### src/rtl/clk_pkg.sv
// Clock-domain constants shared by the front-panel logic.
// Converts human time units into cycle counts for parameter defaults.
package clk_pkg;

    localparam int CLK_HZ = 100000000;

    // Milliseconds to clock cycles at CLK_HZ. Uses 64-bit math so long delays do not overflow.
    function automatic int ms_to_cycles(input int ms);
        return int'((longint'(CLK_HZ) * longint'(ms)) / 64'sd1000);
    endfunction

endpackage

### src/rtl/btn_debounce_ch.sv
// One push-button channel: 2-flop synchroniser, stability-count debouncer,
// registered press/release pulses and a press-and-hold auto-repeat FSM.
module btn_debounce_ch #(
    parameter int STABLE_CYCLES = 1000000,
    parameter int REPEAT_DELAY  = 50000000,
    parameter int REPEAT_PERIOD = 20000000,
    parameter bit ACTIVE_LOW    = 1'b1
) (
    input  logic i_clk,
    input  logic i_rst_n,
    input  logic i_btn,
    output logic o_level,
    output logic o_press,
    output logic o_release,
    output logic o_repeat
);

    typedef enum logic [1:0] {
        ST_IDLE,
        ST_DELAY,
        ST_REPEAT
    } rpt_state_t;

    localparam int CW   = $clog2(STABLE_CYCLES) + 1;
    localparam int RMAX = (REPEAT_DELAY > REPEAT_PERIOD) ? REPEAT_DELAY : REPEAT_PERIOD;
    localparam int RW   = $clog2(RMAX) + 1;

    // Terminal counts. With REPEAT_DELAY == 0 the DELAY state is unreachable,
    // so the wrapped value of DLY_LAST is never used.
    localparam logic [CW-1:0] CNT_LAST = CW'(STABLE_CYCLES - 1);
    localparam logic [RW-1:0] DLY_LAST = RW'(REPEAT_DELAY - 1);
    localparam logic [RW-1:0] PER_LAST = RW'(REPEAT_PERIOD - 1);

    logic          sync_p0;
    logic          sync_p1;
    logic          pressed;
    logic          accept;
    logic          lvl_nxt;
    logic [CW-1:0] cnt;
    logic [RW-1:0] rcnt;
    rpt_state_t    state;

    // Normalised so that 1 always means "pressed", whatever the pin polarity.
    assign pressed = sync_p1 ^ ACTIVE_LOW;
    // The input has disagreed with the debounced level for STABLE_CYCLES edges.
    assign accept  = (pressed != o_level) && (cnt == CNT_LAST);
    // Level that o_level takes at this edge; the repeat FSM follows it so that
    // it reacts in the same cycle as the press/release pulse.
    assign lvl_nxt = accept ? pressed : o_level;

    // Two-flop synchroniser, parked at the released pin level in reset so
    // that leaving reset never looks like a transition.
    always_ff @(posedge i_clk or negedge i_rst_n) begin
        if (!i_rst_n) begin
            sync_p0 <= ACTIVE_LOW;
            sync_p1 <= ACTIVE_LOW;
        end else begin
            sync_p0 <= i_btn;
            sync_p1 <= sync_p0;
        end
    end

    // Stability counter; any cycle that agrees with o_level restarts the count.
    always_ff @(posedge i_clk or negedge i_rst_n) begin
        if (!i_rst_n) begin
            cnt       <= '0;
            o_level   <= 1'b0;
            o_press   <= 1'b0;
            o_release <= 1'b0;
        end else begin
            o_press   <= accept && pressed;
            o_release <= accept && !pressed;
            if (pressed == o_level) begin
                cnt <= '0;
            end else if (accept) begin
                o_level <= pressed;
                cnt     <= '0;
            end else begin
                cnt <= cnt + CW'(1);
            end
        end
    end

    // Auto-repeat: a release (including the release cycle itself) forces IDLE
    // and overrides any repeat pulse that would coincide with it.
    always_ff @(posedge i_clk or negedge i_rst_n) begin
        if (!i_rst_n) begin
            state    <= ST_IDLE;
            rcnt     <= '0;
            o_repeat <= 1'b0;
        end else if (!lvl_nxt) begin
            state    <= ST_IDLE;
            rcnt     <= '0;
            o_repeat <= 1'b0;
        end else begin
            o_repeat <= 1'b0;
            case (state)
                ST_IDLE: begin
                    if (!o_level && (REPEAT_DELAY > 0)) begin
                        state <= ST_DELAY;
                        rcnt  <= '0;
                    end
                end
                ST_DELAY: begin
                    if (rcnt == DLY_LAST) begin
                        o_repeat <= 1'b1;
                        rcnt     <= '0;
                        state    <= ST_REPEAT;
                    end else begin
                        rcnt <= rcnt + RW'(1);
                    end
                end
                ST_REPEAT: begin
                    if (rcnt == PER_LAST) begin
                        o_repeat <= 1'b1;
                        rcnt     <= '0;
                    end else begin
                        rcnt <= rcnt + RW'(1);
                    end
                end
                default: begin
                    state <= ST_IDLE;
                    rcnt  <= '0;
                end
            endcase
        end
    end

endmodule

### src/rtl/btn_debounce.sv
// Front-panel button conditioner: NUM_BTN independent debounce channels
// producing clean levels, press/release pulses and auto-repeat pulses for
// the time-setting logic.
module btn_debounce
    import clk_pkg::*;
#(
    parameter int NUM_BTN       = 4,
    parameter int STABLE_CYCLES = ms_to_cycles(10),
    parameter int REPEAT_DELAY  = ms_to_cycles(500),
    parameter int REPEAT_PERIOD = ms_to_cycles(200),
    parameter bit ACTIVE_LOW    = 1'b1
) (
    input  logic               i_clk,
    input  logic               i_rst_n,
    input  logic [NUM_BTN-1:0] i_btn,
    output logic [NUM_BTN-1:0] o_level,
    output logic [NUM_BTN-1:0] o_press,
    output logic [NUM_BTN-1:0] o_release,
    output logic [NUM_BTN-1:0] o_repeat
);

    for (genvar g = 0; g < NUM_BTN; g++) begin : g_ch
        btn_debounce_ch #(
            .STABLE_CYCLES (STABLE_CYCLES),
            .REPEAT_DELAY  (REPEAT_DELAY),
            .REPEAT_PERIOD (REPEAT_PERIOD),
            .ACTIVE_LOW    (ACTIVE_LOW)
        ) u_ch (
            .i_clk     (i_clk),
            .i_rst_n   (i_rst_n),
            .i_btn     (i_btn[g]),
            .o_level   (o_level[g]),
            .o_press   (o_press[g]),
            .o_release (o_release[g]),
            .o_repeat  (o_repeat[g])
        );
    end

endmodule

### config.mk
export PLATFORM = sky130hd
export DESIGN_NAME = btn_debounce
export DESIGN_NICKNAME = d
export VERILOG_FILES = /design/src/rtl/clk_pkg.sv /design/src/rtl/btn_debounce_ch.sv /design/src/rtl/btn_debounce.sv
export SDC_FILE = /design/constraint.sdc
export NUM_CORES = 1
export LEC_CHECK = 0
export CORE_ASPECT_RATIO = 1.2
export CORE_UTILIZATION = 40
export CTS_CLUSTER_SIZE = 40
export DETAILED_ROUTE_END_ITERATION = 10
export SYNTH_ARGS = -nofsm -noshare
export SYNTH_HDL_FRONTEND = slang
export SYNTH_HIERARCHICAL = 1
export SYNTH_SLANG_ARGS = --single-unit
### constraint.sdc
create_clock -name i_clk -period 3.15 [get_ports i_clk]
set_clock_uncertainty 0.15 [all_clocks]
set_input_delay 0.4725 -clock i_clk [delete_from_list [all_inputs] [get_ports i_clk]]
set_output_delay 0.4725 -clock i_clk [all_outputs]
set_load 0.005 [all_outputs]
==> out/metrics.yaml, run 1 <==
netlist_area_mm2: 0.0125
cp-startpoint: "g_ch[3].u_ch/rcnt[23]"
timing.setup.tns_ns: 0
placed_area_mm2: 0.0132
timing.rr.start: "g_ch[3].u_ch/rcnt[23]"
peakVddDrop_uv: 343
drt-total-wl_mm: 27.6
ant_nets: 0
fin_crit_sh: 0.948
slew_headroom: 0.429
hold_path_class: "in2reg"
core_mm2: 0.0306
tritoncts: "yes"
syn_to_final_growth_pct: 12.3
critPathKind: "reg2reg"
cts.path.max_buffers: 3
rr_worst_depth: 6
grtUsageTotal: 0.177
start_util: 0.408
antenna_cells: 0
clk_latency_ns: 0.54
vias: 9972
drv_slew: 0
synth.yosys.seq_area_share: 0.450
core.rowCount: 70
p_leak_nw: 5.98
period_needed_ns: 2.99
root_buffer: "clkbuf_16"
antenna_found_initial: 0
routed_via_density: 5.72
post_drt_wl_per_cell_um: 15.8
die_h_um: 195
drt_pass1_iterations: 5
syn_area_per_cell_um2: 9.63
layout-drive-gt1-share: 0.101
ctsResizeCount: 0
nets: 1358
chipWidth_um: 163
status: "finished, final reports clean"
drtIter0Drc: 756
clkTransAtPathRegs_ns: 0.06
cts_made_buffers: 25
cp-endpoint: "g_ch[3].u_ch/rcnt[22]"
grt_pass1_wl_mm: 47.5
cts.sinks: 224
fin_util: 0.458
syn_inst: 1295
setup_violations: 0
hold_buffers: 1
io_pins: 22
multiInputGateArea_mm2: 0.00652
dp_hpwl_mm: 18.4
synth.yosys.warnings: 6
yosys.cell_types.count: 64
first_global_vias: 9852
dieArea_mm2: 0.0319
h-tree-depth: 1
max_clock_freq_ghz: 0.335
synthesis.nets: 1325
critPathCaptureType: "flop"
fill_cells: 2921
post-cts-setup-buffers: 0
fin_area_mm2: 0.0140
critPathLaunchType: "flop"
cp_max_fo: 14
tightest_slew_ns: 0.849
async_reset_ff_frac: 1.00
cp_data_required_time_ns: 3.42
ys_ff_latch: 224
rsz0062_at_grt: "no"
powerDensity_mw_per_mm2: 427
synthFlopType: "dfrtp_1"
arrival_ns: 3.26
seq_area_mm2: 0.00562
max-cap-violations: 0
r2r_setup_slack_ns: 0.16
drc_errors: 0
place.port_buffers: 21
synth_edf_count: 0
grt_start_max_net_pins: 82
gp_congestion: 0.859
finalHoldViolCount: 0
reg2reg_to: "g_ch[3].u_ch/rcnt[22]"
grt_overflow_total: 0
==> through the flow <==
| step | power [mW] | instances | hold slack (ns) | worst slack, ns |
|---|---|---|---|---|
| after floorplan | 3.01 | 1295 | 0.0269 | 0.374 |
| after global placement | 3.10 | 1696 | 0.196 | 0.215 |
| after detailed placement | 3.10 | 1696 | 0.197 | 0.197 |
| after CTS | 6.09 | 1743 | 0.166 | 0.181 |
| after global routing | 6.21 | 1743 | 0.168 | 0.111 |
| final | 5.98 | 1743 | 0.184 | 0.165 |
==> synthesized netlist by cell type, types with 6 or more instances <==
master | instances | area share
buf_4 | 6 | 0.0036
nor2b_1 | 14 | 0.0070
o21ai_1 | 10 | 0.0040
ha_1 | 24 | 0.024
a22o_1 | 59 | 0.041
buf_2 | 7 | 0.0028
a21o_1 | 28 | 0.017
inv_1 | 31 | 0.0093
o31ai_1 | 9 | 0.0054
or4_1 | 7 | 0.0042
nand4_1 | 45 | 0.023
and3_1 | 44 | 0.022
buf_6 | 6 | 0.0054
clkbuf_1 | 22 | 0.0066
o21ai_0 | 56 | 0.022
and4_1 | 13 | 0.0091
nor2_1 | 165 | 0.050
or2_2 | 7 | 0.0035
nor3_1 | 36 | 0.014
and2_1 | 16 | 0.0080
o2bb2ai_1 | 10 | 0.0070
a31oi_1 | 9 | 0.0045
dfrtp_1 | 216 | 0.43
nand2b_1 | 6 | 0.0030
xnor2_1 | 41 | 0.029
nor4_1 | 22 | 0.011
nand2_1 | 107 | 0.032
o311ai_2 | 12 | 0.016
nor4_4 | 6 | 0.010
dfstp_2 | 8 | 0.017
nor4b_1 | 9 | 0.0063
a21oi_1 | 20 | 0.0080
nand3_1 | 102 | 0.041
xor2_1 | 35 | 0.025
nor4bb_1 | 6 | 0.0048
or3_1 | 10 | 0.0050
==> cell type report <==
cell class,count,area share
multi-input combinational,999,0.465
sequential,224,0.401
clock buffer,39,0.0541
tap,396,0.0354
timing repair buffer,47,0.0313
inverter,31,0.00831
clock inverter,7,0.00456
==> logic make-up (layout without fill, tap and decap cells) <==
kind of cell,Yosys count,count (layout),synth area share
muxes,1,1,0.000903
adders and majority gates,24,24,0.0241
AOI/OAI and AO/OA,253,253,0.160
and+or+nand+nor,645,645,0.284
DFF,224,224,0.450
xor gates and xnor gates,76,76,0.0534
buffers and inverters,72,124,0.0278
==> critical path, stage by stage, from the launching register on <==
cell and delay (ns):
dfrtp_1 0.40, or4b_1 0.55, or4_1 0.51, o41a_1 0.47
o221a_4 0.33, and3_1 0.22, a22o_1 0.24
==> report_power, final <==
| part | total [mW] | internal, mW | leakage (nW) | switching [mW] |
|---|---|---|---|---|
| logic | 0.120 | 0.0317 | 2.48 | 0.0882 |
| clock network | 2.94 | 1.73 | 0.411 | 1.21 |
| registers | 2.92 | 2.90 | 3.09 | 0.0238 |
==> state kept, by name, summed over array words and instances, names as in the netlist <==
register / flops
g_ch.u_ch/rcnt: 108
g_ch.u_ch/state: 8
g_ch.u_ch/o_level: 4
g_ch.u_ch/o_repeat: 4
g_ch.u_ch/o_release: 4
g_ch.u_ch/cnt: 84
g_ch.u_ch/o_press: 4
g_ch.u_ch/sync_p1: 4
g_ch.u_ch/sync_p0: 4
==> placed cells by master, fill, tap and decap left out, types with 7 or more instances in the layout <==
cell type,count
and2_1,16
nor2b_1,14
nand4_1,45
inv_1,31
nand2_1,107
or3_1,10
a31oi_1,8
clkdlybuf4s50_1,20
and4_1,13
nor4b_1,9
o21ai_0,53
dfrtp_1,216
ha_1,24
a21oi_1,20
and3_1,44
o311ai_2,12
a22o_1,59
dfstp_2,8
nor3_1,36
clkbuf_16,25
or4_1,7
a21o_1,28
o2bb2ai_1,10
o21ai_1,13
or2_2,7
xnor2_1,41
nand3_1,102
clkbuf_8,8
buf_4,23
nor4_1,22
xor2_1,35
nor2_1,165
o31ai_1,9
==> worst min path at each step <==
stage	start	to	slack (ns)	cells after the start
after floorplan	i_rst_n	g_ch[0].u_ch/cnt[0]	0.03	0
after detailed placement	g_ch[3].u_ch/sync_p0	g_ch[3].u_ch/sync_p1	0.20	0
after global placement	g_ch[3].u_ch/sync_p0	g_ch[3].u_ch/sync_p1	0.20	0
final	i_btn[1]	g_ch[1].u_ch/sync_p0	0.18	1
after CTS	i_btn[1]	g_ch[1].u_ch/sync_p0	0.17	1
after global routing	i_btn[0]	g_ch[0].u_ch/sync_p0	0.17	1
==> per-layer routing <==
| layer | routed length (um) | up-vias | GRT usage |
|---|---|---|---|
| met5 | 0 | - | 0 |
| met4 | 559 | 0 | 0.0557 |
| met3 | 982 | 51 | 0.0232 |
| met2 | 13400 | 172 | 0.300 |
| met1 | 12600 | 4920 | 0.232 |
| li1 | - | 4829 | - |
(Power assumes the default switching activity.)
==> inputs of run 2 (changes only) <==
- CTS_CLUSTER_DIAMETER: not set -> 50
==> out/metrics.yaml, run 2 (synthesis gave the netlist of run 1 again) <==
status: "finished, final reports clean"
cts.path.max_buffers: 3  # unchanged
io_pins: 22  # unchanged
grt_start_max_net_pins: 82  # unchanged
final_cell_mix: "216 x dfrtp_1, 165 x nor2_1, 107 x nand2_1, 102 x nand3_1, 59 x a22o_1"
post-cts-setup-buffers: 0  # unchanged
core_mm2: 0.0306  # unchanged
multiInputGateArea_mm2: 0.00652  # unchanged
syn_to_final_growth_pct: 13.0
nets: 1360  # +0.15%
cts_made_buffers: 27  # +8.0%
crit_path_cell_trace: "or4b_1, or4_1, o41a_1, o221a_4, and3_1, a22o_1"
h-tree-depth: 1  # unchanged
critPathCaptureType: "flop"
place.port_buffers: 21  # unchanged
grt_pass1_wl_mm: 47.3  # -0.31%
grtUsageTotal: 0.176  # -0.000904
rsz0062_at_grt: "no"
clk_latency_ns: 0.55  # about the same
regMostFlops: "g_ch.u_ch/rcnt"
r2r_setup_slack_ns: 0.18  # about the same
cts.sinks: 224  # unchanged
dp_hpwl_mm: 18.4  # unchanged
p_leak_nw: 6.02  # +0.57%
die_h_um: 195  # unchanged
ant_nets: 0  # unchanged
layout-drive-gt1-share: 0.107  # +0.00644
setup_violations: 0  # unchanged
tightest_slew_ns: 0.840  # -0.00874 ns
chipWidth_um: 163  # unchanged
critPathLaunchType: "flop"
post_drt_wl_per_cell_um: 15.7  # -0.61%
max_clock_freq_ghz: 0.336  # +0.41%
seq_area_mm2: 0.00562  # unchanged
holdWs_ns: 0.183  # -0.00134 ns
powerDensity_mw_per_mm2: 440  # +3.1%
grt_overflow_total: 0  # unchanged
reg.largest.list: "g_ch.u_ch/rcnt x108, g_ch.u_ch/cnt x84, g_ch.u_ch/state x8"
drtIter0Drc: 775  # +2.5%
antenna_found_initial: 0  # unchanged
drv_slew: 0  # unchanged
root_buffer: "clkbuf_16"
arrival_ns: 3.25  # about the same
core.rowCount: 70  # unchanged
ctsResizeCount: 0  # unchanged
cp_data_required_time_ns: 3.43  # about the same
first_global_vias: 9832  # -0.20%
hold_path_class: "in2reg"
cpMaxStageDelayCell: "or4b_1"
largest_register_ffs: 108  # unchanged
timing.setup.tns_ns: 0  # unchanged
drt-total-wl_mm: 27.4  # -0.44%
critPathKind: "reg2reg"
antenna_cells: 0  # unchanged
slew_headroom: 0.435  # +0.00588
period_needed_ns: 2.97  # -0.0122 ns
layout_commonest_cell: "dfrtp_1"
clkTransAtPathRegs_ns: 0.06  # about the same
hold_buffers: 1  # unchanged
max-cap-violations: 0  # unchanged
dieArea_mm2: 0.0319  # unchanged
vias: 9954  # -0.18%
fill_cells: 2918  # -0.10%
cpPeakStageDelay_ns: 0.54  # about the same
peakVddDrop_uv: 372  # +8.6%
design_power_total_mw: 6.20  # +3.7%
finalHoldViolCount: 0  # unchanged
drc_errors: 0  # unchanged
tritoncts: "yes"
drt_pass1_iterations: 5  # unchanged
routed_via_density: 5.70  # -0.35%
cp_max_fo: 14  # unchanged
fin_crit_sh: 0.944  # -0.00387
gp_congestion: 0.859  # unchanged
start_util: 0.408  # unchanged
[run 2: cell count changes in the layout (fill, tap and decap cells not counted), sizes merged]
| cell | previous run | this run |
|---|---|---|
| inv | 32 | 48 |
| clkbuf | 39 | 27 |
| clkinv | 5 | 3 |
| clkinvlp | 0 | 1 |
[run 2: critical path: cells and delay by family (launching register included)]
kind	cells	cell delay [ns]
AO/OA/AOI/OAI	3	1.04
AND/OR/NAND/NOR	3	1.27
flip-flops	1	0.40
[run 2: final timing paths]
kind | from | to | depth (start not counted)
setup / recovery | g_ch[3].u_ch/rcnt[23] | g_ch[3].u_ch/rcnt[22] | 6
hold reg to reg | g_ch[3].u_ch/sync_p0 | g_ch[3].u_ch/sync_p1 | 0
setup reg to reg | g_ch[3].u_ch/rcnt[23] | g_ch[3].u_ch/rcnt[22] | 6
max in group asynchronous | i_rst_n | g_ch[3].u_ch/rcnt[16] | 3
hold / removal | i_btn[1] | g_ch[1].u_ch/sync_p0 | 1
min in group asynchronous | i_rst_n | g_ch[0].u_ch/rcnt[21] | 2
[run 2: layout make-up]
type | count | share of cell area
sequential | 224 | 0.399
timing repair buffer | 47 | 0.0311
clock buffer | 27 | 0.0480
multi-input combinational | 999 | 0.463
clock inverter | 22 | 0.0163
tap | 396 | 0.0352
inverter | 31 | 0.00826
[run 2: stage by stage]
step	instances	setup WS [ns]	cell area, um^2	utilization
2_1_floorplan	1295	0.374	12500	-
6_report	1746	0.177	14100	0.461
3_3_place_gp	1696	0.215	13200	0.431
4_1_cts	1746	0.180	14100	0.461
5_1_grt	1746	0.111	14100	0.461
3_5_place_dp	1696	0.197	13200	0.431
[run 2: metal layers]
layer,part of all wire,wire [um],GRT usage
met3,0.035,973,0.0232
met5,0,0,0
met4,0.019,514,0.0530
met1,0.46,12600,0.231
met2,0.49,13300,0.300
[run 2: report_power, final]
part | total (mW) | internal (mW) | switching (mW)
Sequential | 2.92 | 2.90 | 0.0235
Combinational | 0.120 | 0.0317 | 0.0878
Clock | 3.16 | 1.74 | 1.42
==> inputs of run 3 (changes only) <==
- clock period: 3.15 -> 3.2 ns (I/O delays scaled with it)
==> out/metrics.yaml, run 3 (synthesis gave the netlist of run 1 again) <==
antenna_cells: 0  # unchanged
io_pins: 22  # unchanged
cts_made_buffers: 29  # +7.4%
start_util: 0.408  # unchanged
critPathCaptureType: "flop"
die_h_um: 195  # unchanged
switching_share: 0.232  # -0.0152
antenna_found_initial: 0  # unchanged
slew_headroom: 0.441  # +0.00619
rsz0062_at_grt: "no"
cts.sinks: 224  # unchanged
core_mm2: 0.0306  # unchanged
grt_overflow_total: 0  # unchanged
cpPeakStageDelay_ns: 0.53  # about the same
drtIter0Drc: 624  # -19%
final_cell_mix: "216 x dfrtp_1, 165 x nor2_1, 107 x nand2_1, 102 x nand3_1, 59 x a22o_1"
cts.path.max_buffers: 3  # unchanged
placed_area_mm2: 0.0132  # -0.11%
cpMaxStageDelayCell: "or4b_1"
clkTransAtPathRegs_ns: 0.06  # about the same
ant_nets: 0  # unchanged
vias: 9900  # -0.54%
layout_commonest_cell: "dfrtp_1"
clockPowerShare: 0.540  # +0.030
tritoncts: "yes"
largest_register_ffs: 108  # unchanged
cp_max_fo: 14  # unchanged
internal-power_mw: 5.00  # +7.0%
grt_pass1_wl_mm: 47.3  # about the same
h-tree-depth: 1  # unchanged
critPathLaunchType: "flop"
syn_to_final_growth_pct: 14.0
drv_slew: 0  # unchanged
dp_slack_ns: 0.196  # -0.00166 ns
hold_path_class: "in2reg"
switchingPower_mw: 1.51  # -1.5%
first_global_vias: 9630  # -2.1%
arrival_ns: 3.31  # +0.06 ns
critPathBufInv: 0  # unchanged
regMostFlops: "g_ch.u_ch/rcnt"
finalHoldViolCount: 0  # unchanged
p_leak_nw: 6.07  # +0.96%
nets: 1360  # unchanged
drt-total-wl_mm: 27.3  # -0.51%
finalWorstSetupSlack_ns: 0.197  # +0.0202 ns
fin_area_mm2: 0.0142  # +0.95%
final_cells: 1749  # +0.17%
dp_hpwl_mm: 18.2  # -0.91%
post_drt_wl_per_cell_um: 15.6  # -0.68%
fin_crit_sh: 0.938  # -0.00545
critPathKind: "reg2reg"
post-cts-setup-buffers: 0  # unchanged
period_needed_ns: 3.00  # +0.0298 ns
dieArea_mm2: 0.0319  # unchanged
crit_path_cell_trace: "or4b_1, or4_1, o41a_1, o221a_4, and3_1, a22o_1"
crit_family: "simple AND/OR/NAND/NOR gates"
grt_start_max_net_pins: 89  # +8.5%
max_clock_freq_ghz: 0.333  # -0.99%
timing.setup.tns_ns: 0  # unchanged
chipWidth_um: 163  # unchanged
dp_cells: 1694  # -0.12%
setup_violations: 0  # unchanged
routed_via_density: 5.66  # -0.71%
seqPwrFrac: 0.442  # -0.029
root_buffer: "clkbuf_16"
reg.largest.list: "g_ch.u_ch/rcnt x108, g_ch.u_ch/cnt x84, g_ch.u_ch/state x8"
core.rowCount: 70  # unchanged
clk_latency_ns: 0.57  # +0.02 ns
peakVddDrop_uv: 374  # +0.42%
drc_errors: 0  # unchanged
drt_pass1_iterations: 5  # unchanged
layout-drive-gt1-share: 0.108  # +0.000501
pwr-share-comb: 0.018  # about the same
gp_congestion: 0.831  # -3.2%
cp_data_required_time_ns: 3.51  # +0.08 ns
status: "finished, final reports clean"
max-cap-violations: 0  # unchanged
place.port_buffers: 21  # unchanged
grtUsageTotal: 0.176  # -0.000203
tightest_slew_ns: 0.838  # -0.00244 ns
powerDensity_mw_per_mm2: 458  # +3.9%
[run 3: cell count changes in the layout (fill, tap and decap cells not counted), sizes merged]
cell      previous run  this run
buf                 26        24
bufinv               1         4
clkbuf              27        34
clkinv               3         7
clkinvlp             1         2
inv                 48        38
[run 3: worst paths after layout]
| check | slack, ns | cells after the start | to | startpoint |
|---|---|---|---|---|
| max | 0.20 | 6 | g_ch[3].u_ch/rcnt[22] | g_ch[3].u_ch/rcnt[19] |
| min | 0.17 | 1 | g_ch[1].u_ch/sync_p0 | i_btn[1] |
| max reg2reg | 0.20 | 6 | g_ch[3].u_ch/rcnt[22] | g_ch[3].u_ch/rcnt[19] |
| min reg2reg | 0.21 | 0 | g_ch[1].u_ch/sync_p1 | g_ch[1].u_ch/sync_p0 |
| max in group asynchronous | 1.76 | 3 | g_ch[1].u_ch/sync_p0 | i_rst_n |
| min in group asynchronous | 0.35 | 2 | g_ch[0].u_ch/o_repeat | i_rst_n |
[run 3: area by class of cell]
cell class | count | area, um^2
multi-input cells | 999 | 6520
flip-flops and latches | 224 | 5620
well taps | 396 | 495
repair buffers | 45 | 423
fillers | 2888 | 16300
clock inverters | 20 | 280
inverters | 31 | 116
clock buffers | 34 | 774
[run 3: power groups by stage]
stage | Clock [mW] | Combinational, mW | Sequential [mW]
global route | 3.74 | 0.140 | 2.88
global placement | 0 | 0.122 | 2.93
finish | 3.51 | 0.118 | 2.88
CTS | 3.62 | 0.126 | 2.88
floorplan | 0 | 0.0374 | 2.92
detailed placement | 0 | 0.124 | 2.93
[run 3: what timing repair did]
| action | CTS | global route |
|---|---|---|
| resized for setup | 0 | 0 |
| hold endpoints to repair | 81 | 0 |
| hold buffers | 1 | 0 |
[run 3: through the flow]
| step | power (mW) | util | hold WS (ns) |
|---|---|---|---|
| 6_report | 6.51 | 0.465 | 0.166 |
| 5_1_grt | 6.76 | 0.465 | 0.142 |
| 4_1_cts | 6.62 | 0.465 | 0.135 |
| 3_5_place_dp | 3.05 | 0.430 | 0.197 |
| 3_3_place_gp | 3.05 | 0.430 | 0.196 |
| 2_1_floorplan | 2.96 | - | 0.0344 |
[run 3: per-layer routing]
metal	GRT usage	share of wire	up-vias
met5	0	0	-
met4	0.0568	0.020	0
met3	0.0251	0.040	42
met2	0.288	0.48	200
met1	0.237	0.46	4825
li1	-	-	4833
